## config.mk

```make
export PLATFORM = sky130hd
export DESIGN_NAME = match_control
export DESIGN_NICKNAME = d
export VERILOG_FILES = /design/src/rtl/match_control.sv
export SDC_FILE = /design/constraint.sdc
export NUM_CORES = 1
export LEC_CHECK = 0
export CAP_MARGIN = 40
export CORE_MARGIN = 8
export CORE_UTILIZATION = 53
export DETAILED_ROUTE_END_ITERATION = 16
export PLACE_DENSITY = 0.77
export SETUP_SLACK_MARGIN = 0.3
export SLEW_MARGIN = 5
export SYNTH_ARGS = -nofsm -noshare
export SYNTH_HDL_FRONTEND = slang
export SYNTH_SLANG_ARGS = --single-unit
```

## constraint.sdc

```tcl
create_clock -name clk -period 3 [get_ports clk]
set_clock_uncertainty 0.15 [all_clocks]
set_input_delay 0.9 -clock clk [delete_from_list [all_inputs] [get_ports clk]]
set_output_delay 0.9 -clock clk [all_outputs]
set_load 0.02 [all_outputs]
```

## src/rtl/match_control.sv

```systemverilog
// rtl/match_control.sv - penalty shoot-out round sequencer: turn order, pause, tally and result
//
// Ports:
//   clk            system clock
//   rst            asynchronous active-low reset
//   start          pulse, begins a new match from IDLE or OVER
//   abort          pulse, returns to IDLE from any state (wins over start)
//   shot_done      pulse, player's kick finished (honoured only in SHOOT)
//   shot_scored    qualifies shot_done: player scored
//   keep_done      pulse, keeper turn finished (honoured only in KEEP)
//   keep_conceded  qualifies keep_done: enemy scored
//   phase          0 IDLE, 1 SHOOTER, 2 KEEPER, 3 PAUSE, 4 OVER
//   turn_start     1-cycle pulse on entry to a shooter or keeper turn
//   score_player   player goals
//   score_enemy    enemy goals
//   kicks_player   player kicks taken
//   kicks_enemy    enemy kicks taken
//   match_over     high while the result is held
//   player_won     valid while match_over
//   draw           valid while match_over

module match_control #(
    parameter int REG_ROUNDS  = 5,
    parameter int MAX_ROUNDS  = 15,
    parameter int PAUSE_TICKS = 13003901
) (
    input  logic       clk,
    input  logic       rst,
    input  logic       start,
    input  logic       abort,
    input  logic       shot_done,
    input  logic       shot_scored,
    input  logic       keep_done,
    input  logic       keep_conceded,
    output logic [2:0] phase,
    output logic       turn_start,
    output logic [3:0] score_player,
    output logic [3:0] score_enemy,
    output logic [3:0] kicks_player,
    output logic [3:0] kicks_enemy,
    output logic       match_over,
    output logic       player_won,
    output logic       draw
);

    typedef enum logic [2:0] {
        S_IDLE  = 3'd0,
        S_SHOOT = 3'd1,
        S_KEEP  = 3'd2,
        S_EVAL  = 3'd3,
        S_PAUSE = 3'd4,
        S_OVER  = 3'd5
    } state_t;

    localparam logic [2:0] PH_IDLE  = 3'd0;
    localparam logic [2:0] PH_SHOOT = 3'd1;
    localparam logic [2:0] PH_KEEP  = 3'd2;
    localparam logic [2:0] PH_PAUSE = 3'd3;
    localparam logic [2:0] PH_OVER  = 3'd4;

    // Pause counter only has to reach PAUSE_TICKS-1.
    localparam int CW = (PAUSE_TICKS > 1) ? $clog2(PAUSE_TICKS) : 1;
    localparam logic [CW-1:0] PAUSE_LAST = CW'(PAUSE_TICKS - 1);

    // Decision arithmetic is done at 6 bits so "e + (REG - ke)" cannot overflow.
    localparam logic [5:0] REG6 = 6'(REG_ROUNDS);
    localparam logic [3:0] MAX4 = 4'(MAX_ROUNDS);

    state_t          state;
    state_t          next_state;
    logic [CW-1:0]   pause_cnt;
    logic            pause_last;

    logic [5:0]      p6;
    logic [5:0]      e6;
    logic [5:0]      kp6;
    logic [5:0]      ke6;
    logic            in_regulation;
    logic            reg_decided;
    logic            sudden_decided;
    logic            cap_decided;
    logic            decided;
    state_t          next_turn;
    logic [2:0]      phase_next;

    assign pause_last = (pause_cnt == PAUSE_LAST);

    // ------------------------------------------------------------------
    // Shoot-out rules, evaluated on the tallies already updated for the
    // turn that just finished (they are registered on entry to EVAL).
    // ------------------------------------------------------------------
    always_comb begin
        p6  = {2'b00, score_player};
        e6  = {2'b00, score_enemy};
        kp6 = {2'b00, kicks_player};
        ke6 = {2'b00, kicks_enemy};

        in_regulation = (kp6 <= REG6) && (ke6 <= REG6);
        reg_decided   = 1'b0;
        if (in_regulation) begin
            // One side leads by more than the other side still has kicks left.
            reg_decided = (p6 > e6 + (REG6 - ke6)) || (e6 > p6 + (REG6 - kp6));
        end

        sudden_decided = (kicks_player == kicks_enemy) && (kp6 >= REG6) &&
                         (score_player != score_enemy);
        cap_decided    = (kicks_player == MAX4) && (kicks_enemy == MAX4);

        decided = reg_decided || sudden_decided || cap_decided;

        // The keeper follows whenever the player is a kick ahead.
        next_turn = (kicks_player > kicks_enemy) ? S_KEEP : S_SHOOT;
    end

    // ------------------------------------------------------------------
    // State register
    // ------------------------------------------------------------------
    always_ff @(posedge clk or negedge rst) begin
        if (!rst) begin
            state <= S_IDLE;
        end else begin
            state <= next_state;
        end
    end

    // ------------------------------------------------------------------
    // Next-state logic and the phase value that goes with it
    // ------------------------------------------------------------------
    always_comb begin
        next_state = state;
        if (abort) begin
            next_state = S_IDLE;
        end else begin
            case (state)
                S_IDLE:  if (start)      next_state = S_SHOOT;
                S_SHOOT: if (shot_done)  next_state = S_EVAL;
                S_KEEP:  if (keep_done)  next_state = S_EVAL;
                S_EVAL:  next_state = decided ? S_OVER : S_PAUSE;
                S_PAUSE: if (pause_last) next_state = next_turn;
                S_OVER:  if (start)      next_state = S_SHOOT;
                default: next_state = S_IDLE;
            endcase
        end

        case (next_state)
            S_IDLE:  phase_next = PH_IDLE;
            S_SHOOT: phase_next = PH_SHOOT;
            S_KEEP:  phase_next = PH_KEEP;
            S_EVAL:  phase_next = phase;      // keep showing the turn just played
            S_PAUSE: phase_next = PH_PAUSE;
            S_OVER:  phase_next = PH_OVER;
            default: phase_next = PH_IDLE;
        endcase
    end

    // ------------------------------------------------------------------
    // Registered outputs, tallies and pause counter
    // ------------------------------------------------------------------
    always_ff @(posedge clk or negedge rst) begin
        if (!rst) begin
            phase        <= PH_IDLE;
            turn_start   <= 1'b0;
            score_player <= 4'd0;
            score_enemy  <= 4'd0;
            kicks_player <= 4'd0;
            kicks_enemy  <= 4'd0;
            match_over   <= 1'b0;
            player_won   <= 1'b0;
            draw         <= 1'b0;
            pause_cnt    <= '0;
        end else begin
            phase      <= phase_next;
            turn_start <= (next_state != state) &&
                          ((next_state == S_SHOOT) || (next_state == S_KEEP));

            if (!abort && (state == S_PAUSE) && !pause_last) begin
                pause_cnt <= pause_cnt + CW'(1);
            end else begin
                pause_cnt <= '0;
            end

            if (abort) begin
                // Tallies are left intact so the aborted score stays visible.
                match_over <= 1'b0;
                player_won <= 1'b0;
                draw       <= 1'b0;
            end else begin
                case (state)
                    S_IDLE, S_OVER: begin
                        if (start) begin
                            score_player <= 4'd0;
                            score_enemy  <= 4'd0;
                            kicks_player <= 4'd0;
                            kicks_enemy  <= 4'd0;
                            match_over   <= 1'b0;
                            player_won   <= 1'b0;
                            draw         <= 1'b0;
                        end
                    end
                    S_SHOOT: begin
                        // A coincident keep_done is dropped here by construction.
                        if (shot_done) begin
                            kicks_player <= kicks_player + 4'd1;
                            score_player <= score_player + {3'b000, shot_scored};
                        end
                    end
                    S_KEEP: begin
                        if (keep_done) begin
                            kicks_enemy <= kicks_enemy + 4'd1;
                            score_enemy <= score_enemy + {3'b000, keep_conceded};
                        end
                    end
                    S_EVAL: begin
                        if (decided) begin
                            match_over <= 1'b1;
                            player_won <= (score_player > score_enemy);
                            draw       <= (score_player == score_enemy);
                        end
                    end
                    default: begin
                    end
                endcase
            end
        end
    end

endmodule
```

==> results of run 1 <==
layer usage:
layer,share of wire [%],GRT usage [%],vias up
met5,0,0,-
met4,1.6,5.56,0
met3,4.3,3.84,17
met2,48,29.4,62
met1,46,23.5,1466
li1,-,-,1476
through the flow:
stage                     worst slack, ns  setup TNS [ns]  hold WS, ns  utilization [%]
final                              -0.144          -0.504        0.389             70.5
after global routing               -0.258           -1.34        0.406             70.5
after CTS                          -0.146          -0.533        0.386             69.4
after detailed placement           -0.188          -0.709        0.363             66.0
after global placement             -0.140          -0.448        0.362             66.0
after floorplan                    -0.148          -0.363        0.342                -
report_power, final:
part / internal, mW / switching (mW)
sequential: 0.712 / 0.0404
combinational: 0.393 / 0.410
clock: 0.254 / 0.251
registers in the layout, summed over array words and instances, names as in the netlist:
signal and flops:
kicks_player 4, score_player 4, kicks_enemy 4, match_over 1, state 3, player_won 1, pause_cnt 24, draw 1
turn_start 1, phase 3, score_enemy 4
cell type report:
class | count | area, um2 | share of cell area [%]
timing repair buffer | 75 | 646 | 14.4
inverter | 24 | 92.6 | 2.07
clock buffer | 5 | 68.8 | 1.54
tap | 77 | 96.3 | 2.15
sequential | 50 | 1260 | 28.1
multi-input combinational | 294 | 2270 | 50.7
clock inverter | 3 | 48.8 | 1.09
repair_timing:
item	4_1_cts	5_1_grt
cloned	0	1
pin swaps	11	2
hold buffers	0	0
buffers inserted	7	3
resized for setup	10	7
endpoints found under the setup margin	8	11
logic make-up (layout without fill, tap and decap cells):
group / count (synthesis) / in the layout / synth area share [%]
simple gates: 157 / 157 / 23.8
buf+inv: 34 / 107 / 4.18
mux: 2 / 2 / 0.648
fa+ha+maj: 42 / 42 / 15.6
xor+xnor: 34 / 34 / 8.57
flops: 50 / 50 / 36.0
compound gates: 59 / 59 / 11.2
cells in the final DEF, fill, tap and decap left out, types with 5 or more instances in the layout:
cell             count
xnor2_1             14
inv_1               20
nor2b_1              8
clkbuf_8             5
nand2_1             21
nor2_1              48
ha_4                 9
nor3_1               7
a21oi_1             12
ha_1                31
clkdlybuf4s50_1     27
dfrtp_1             45
o21ai_0             18
xor2_1              19
nand3_1             17
buf_4               43
dfrtp_2              5
nand2b_1             7
nand4_1             17
worst paths after layout:
kind                                  from              end  cells after the start
hold reg to reg                 match_over       match_over                      2
setup reg to reg           kicks_player[1]         phase[0]                     11
setup / recovery           kicks_player[1]         phase[0]                     11
min in group asynchronous              rst    pause_cnt[12]                      2
max in group asynchronous              rst  kicks_player[1]                      2
hold / removal                  match_over       match_over                      2
critical path: cells and delay by family (launching register included):
| family | cells | cell delay [ns] |
|---|---|---|
| AND/OR/NAND/NOR | 2 | 0.65 |
| multiplexers | 1 | 0.29 |
| XOR/XNOR | 1 | 0.16 |
| adder cells (fa/ha/maj) | 3 | 0.73 |
| AO/OA/AOI/OAI | 3 | 0.48 |
| buffers and inverters | 1 | 0.10 |
| flip-flops | 1 | 0.48 |
==> run summary, run 1 <==
CTS root buf: clkbuf_8
area share of the largest cell type after synthesis: 36.0%
grt total ovfl: 0
routability congestion estimate: 0.896
fill cell count: 462
Syn Std Cell Area: 3470 um2
synthesized instance count: 378
initial antenna violation count: 0
leak pwr: 1.93 nW
RSZ-0062 raised after global routing: yes
Detailed Place HPWL: 6180 um
detailed-route wire length per cell: 16.2 um
fin cells: 528
synth cell count leaders: dfrtp_1 (50), nor2_1 (48), ha_1 (40), inv_1 (24), nand2_1 (22)
Pwr Total: 2.06 mW
flops & latches, synth: 50
crit end category: flip-flop
crit path cell chain: inv_4 -> ha_4 -> ha_4 -> xor2_1 -> ha_1 -> and3b_1 -> a2111oi_0 -> or4_1 -> o211a_4 -> o211a_4 -> mux2_4
Hold Crit Class: flip-flop to flip-flop
# DRC: 0
gr usage total: 18.1%
post-layout minimum cycle time: 3.14 ns
Fin. Hold Viols: 0
Die X: 97.0 um
critical path class: flip-flop to flip-flop
Worst path max stage delay: 0.49 ns
die height: 97.0 um
maxcap violations: 0
Final Cell Area: 4480 um2
DP Cell Count: 509
Inserted Clock Buffers: 5
crit start category: flip-flop
CTS tree: built
vias in the first global route: 3026
die area: 9400 um2
first-pass GRT wire length: 14400 um
router iterations before antenna repair: 4
largest cells by area after synthesis: dfrtp_1 (36%), ha_1 (14%), nor2_1 (5.2%)
initial core utilization: 54.7%
clock-pin slew on the worst setup and hold paths: 0.10 ns
peak supply drop: 0.408 mV
Seq/Total Area, Yosys: 36.0%
final setup fails: 6
Final ANT Viol Nets: 0
P&R area growth vs syn: 28.9%
status: finished, violations left
initial DRC count: 246
period utilisation layout: 105%
Synth area leader: dfrtp_1
# rows: 29
Slew @ Worst Pin: 0.657 ns
most numerous cell in the Yosys netlist: dfrtp_1
violated checks: setup timing
post-DR vias/cell: 5.72
post-synth cell types: 53
PortBufs: 30
FMAX: 318 MHz
clk sinks: 50
diode count: 0
Post-synth EDFFs: 0
Critical Path AT: 3.20 ns
Vias: 3021
CP max stage cell: or4_1
Top FF cell, synth: dfrtp_1
largest net degree at the start of global routing: 51
H-Tree Level Count: 2
post-synth net total: 428
ratio of cells with drive above 1 in the final layout: 21.7%
clock tree buffer depth: 2
crit path max fanout: 5
PwrDens: 460 nW/um2
Final Routed Wirelength: 8580 um
Required @ worst endpoint: 3.06 ns
relative slew slack: 56.2%
max-slew violations: 0
Core ar.: 6350 um2
setup slack after layout: -0.144 ns
Synth Area per Inst: 9.19 um2
clock latency on the worst-skew pair: 0.32 ns
warnings from Yosys: 0
R2R setup slack: -0.14 ns
I/O pins: 31
fin nets: 500
Post-synth ARST share: 100%
Placed Area: 4190 um2
(Power assumes the default switching activity.)
==> run 2: changes to the inputs <==
CORE_MARGIN = 2   (was 8)
==> run 2 against run 1 <==
The run still ends with setup timing left. Hold slack gained 0.0077 ns. Utilization shrank 1.0 points. Clock-buffer cell count is 2 higher. Global-route usage up 5.0 points. Die area fell by 23%. Sequential share of layout area increased by 0.42 points. Clock power decreased by 16%. Non-clock buffer count fell by 2. Final area down 1.5%. Cell count is 0.38% lower. Sequential cell count unchanged. Maximum frequency fell by 0.69%. Largest power group unchanged.
==> run summary, run 2 (synthesized netlist as in run 1, its figures left out) <==
maxcap violations: 0 (unchanged)
Final Routed Wirelength: 8070 um (-5.9%)
vias in the first global route: 2937 (-2.9%)
# rows: 29 (unchanged)
Slew @ Worst Pin: 0.400 ns (-0.257 ns)
largest net degree at the start of global routing: 51 (unchanged)
I/O pins: 31 (unchanged)
diode count: 0 (unchanged)
FMAX: 316 MHz (-0.69%)
Detailed Place HPWL: 6010 um (-2.8%)
RSZ-0062 raised after global routing: yes
period utilisation layout: 106% (+0.73 points)
Vias: 3046 (+0.83%)
largest register by flop count: pause_cnt
critical path class: flip-flop to flip-flop
clock-pin slew on the worst setup and hold paths: 0.09 ns (about the same)
initial DRC count: 142 (-42%)
clock tree buffer depth: 2 (unchanged)
DP Cell Count: 509 (unchanged)
fill cell count: 492 (+6.5%)
FF-to-FF path depth: 12 (+1)
status: finished, violations left
peak supply drop: 0.299 mV (-27%)
Hold Path Stages: 2 (unchanged)
ratio of cells with drive above 1 in the final layout: 20.0% (-1.7 points)
final setup fails: 7 (+1)
PortBufs: 30 (unchanged)
router iterations before antenna repair: 4 (unchanged)
detailed-route wire length per cell: 15.3 um (-5.5%)
CTS tree: built
hold path startpoint: draw
max-slew violations: 0 (unchanged)
Die X: 85.0 um (-12%)
first-pass GRT wire length: 13700 um (-4.7%)
Required @ worst endpoint: 3.05 ns (about the same)
H-Tree Level Count: 2 (unchanged)
utilization after layout: 69.5% (-1.0 points)
Crit Reg-Reg Startpoint: kicks_player[1]
setup slack after layout: -0.166 ns (-0.0218 ns)
crit start category: flip-flop
most frequent cells in the layout: nor2_1 (48), dfrtp_1 (45), buf_4 (40)
PwrDens: 447 nW/um2 (-2.8%)
die height: 85.0 um (-12%)
# DRC: 0 (unchanged)
max FFs per register: 24 (unchanged)
Core ar.: 6350 um2 (unchanged)
Fin. Hold Viols: 0 (unchanged)
grt total ovfl: 0 (unchanged)
R2R setup slack: -0.17 ns (-0.02 ns)
Worst R2R End: phase[0]
CTS root buf: clkbuf_8
violated checks: setup timing
Critical Path AT: 3.21 ns (about the same)
P&R area growth vs syn: 27.0%
post-layout minimum cycle time: 3.17 ns (+0.0218 ns)
routability congestion estimate: 0.887 (-1.1%)
initial core utilization: 54.7% (unchanged)
Final ANT Viol Nets: 0 (unchanged)
crit end category: flip-flop
commonest non-fill, non-tap cell in the layout: nor2_1
gr usage total: 23.1% (+5.0 points)
worst hold path endpoint: draw
cts hold-fix bufs: 0 (unchanged)
clk sinks: 50 (unchanged)
post-DR vias/cell: 5.79 (+1.2%)
relative slew slack: 72.7% (+16 points)
fin nets: 498 (-0.40%)
clock latency on the worst-skew pair: 0.31 ns (about the same)
fin cells: 526 (-0.38%)
die area: 7220 um2 (-23%)
initial antenna violation count: 0 (unchanged)
Hold Crit Class: flip-flop to flip-flop
leak pwr: 1.90 nW (-1.8%)
crit path max fanout: 5 (unchanged)
Inserted Clock Buffers: 5 (unchanged)
-- run 2: critical path, stage by stage (launching register included) --
cell and delay (ns):
dfrtp_2 0.47, ha_4 0.17, inv_2 0.05, ha_4 0.19
ha_4 0.23, xor2_1 0.14, ha_1 0.30, nand4_1 0.07
o21ai_1 0.06, or4_1 0.48, o211a_4 0.27, o211a_4 0.16
mux2_4 0.30
-- run 2: power breakdown --
part | leakage (nW) | switching [mW] | internal (mW) | total (mW)
Clock | 0.0489 | 0.234 | 0.191 | 0.425
Sequential | 0.683 | 0.0391 | 0.712 | 0.751
Combinational | 1.17 | 0.410 | 0.388 | 0.798
-- run 2: metal layers --
layer  wire, um  global-route usage, %  up-vias
met1       3840                   32.3     1506
met5          0                      0        -
met4         89                   4.62        0
li1           -                      -     1477
met3        282                   3.70       11
met2       3860                   38.4       52
-- run 2: what timing repair did --
action / in CTS / in global routing
setup endpoints to repair: 8 / 11
cloned: 0 / 1
pin swaps: 9 / 5
gates resized for setup: 7 / 2
buffers inserted: 5 / 3
-- run 2: how the worst max path moves through the flow --
stage,slack (ns),to,cells after the start,startpoint
2_1_floorplan,-0.15,phase[0],11,kicks_player[1]
3_3_place_gp,-0.14,phase[0],11,kicks_player[1]
3_5_place_dp,-0.21,phase[0],11,kicks_player[1]
4_1_cts,-0.16,phase[0],12,kicks_player[1]
5_1_grt,-0.25,phase[2],13,kicks_player[1]
6_report,-0.17,phase[0],12,kicks_player[1]
-- run 2: per-stage QoR --
stage	setup WS, ns	area [um2]	hold WS, ns	setup TNS, ns	power (mW)
floorplan	-0.148	3590	0.342	-0.363	1.18
CTS	-0.165	4370	0.394	-0.649	1.97
detailed placement	-0.214	4210	0.380	-0.880	1.52
global placement	-0.139	4210	0.362	-0.483	1.49
global route	-0.248	4410	0.405	-1.28	2.10
finish	-0.166	4410	0.396	-0.607	1.97
-- run 2: final cells by class --
class                   instances  area (um2)  area share, %
inverters                      24        92.6           2.10
clock inverters                 1        8.76          0.198
well taps                      77        96.3           2.18
clock buffers                   7        86.3           1.96
repair buffers                 73         641           14.5
multi-input cells             294        2230           50.6
flip-flops and latches         50        1260           28.5
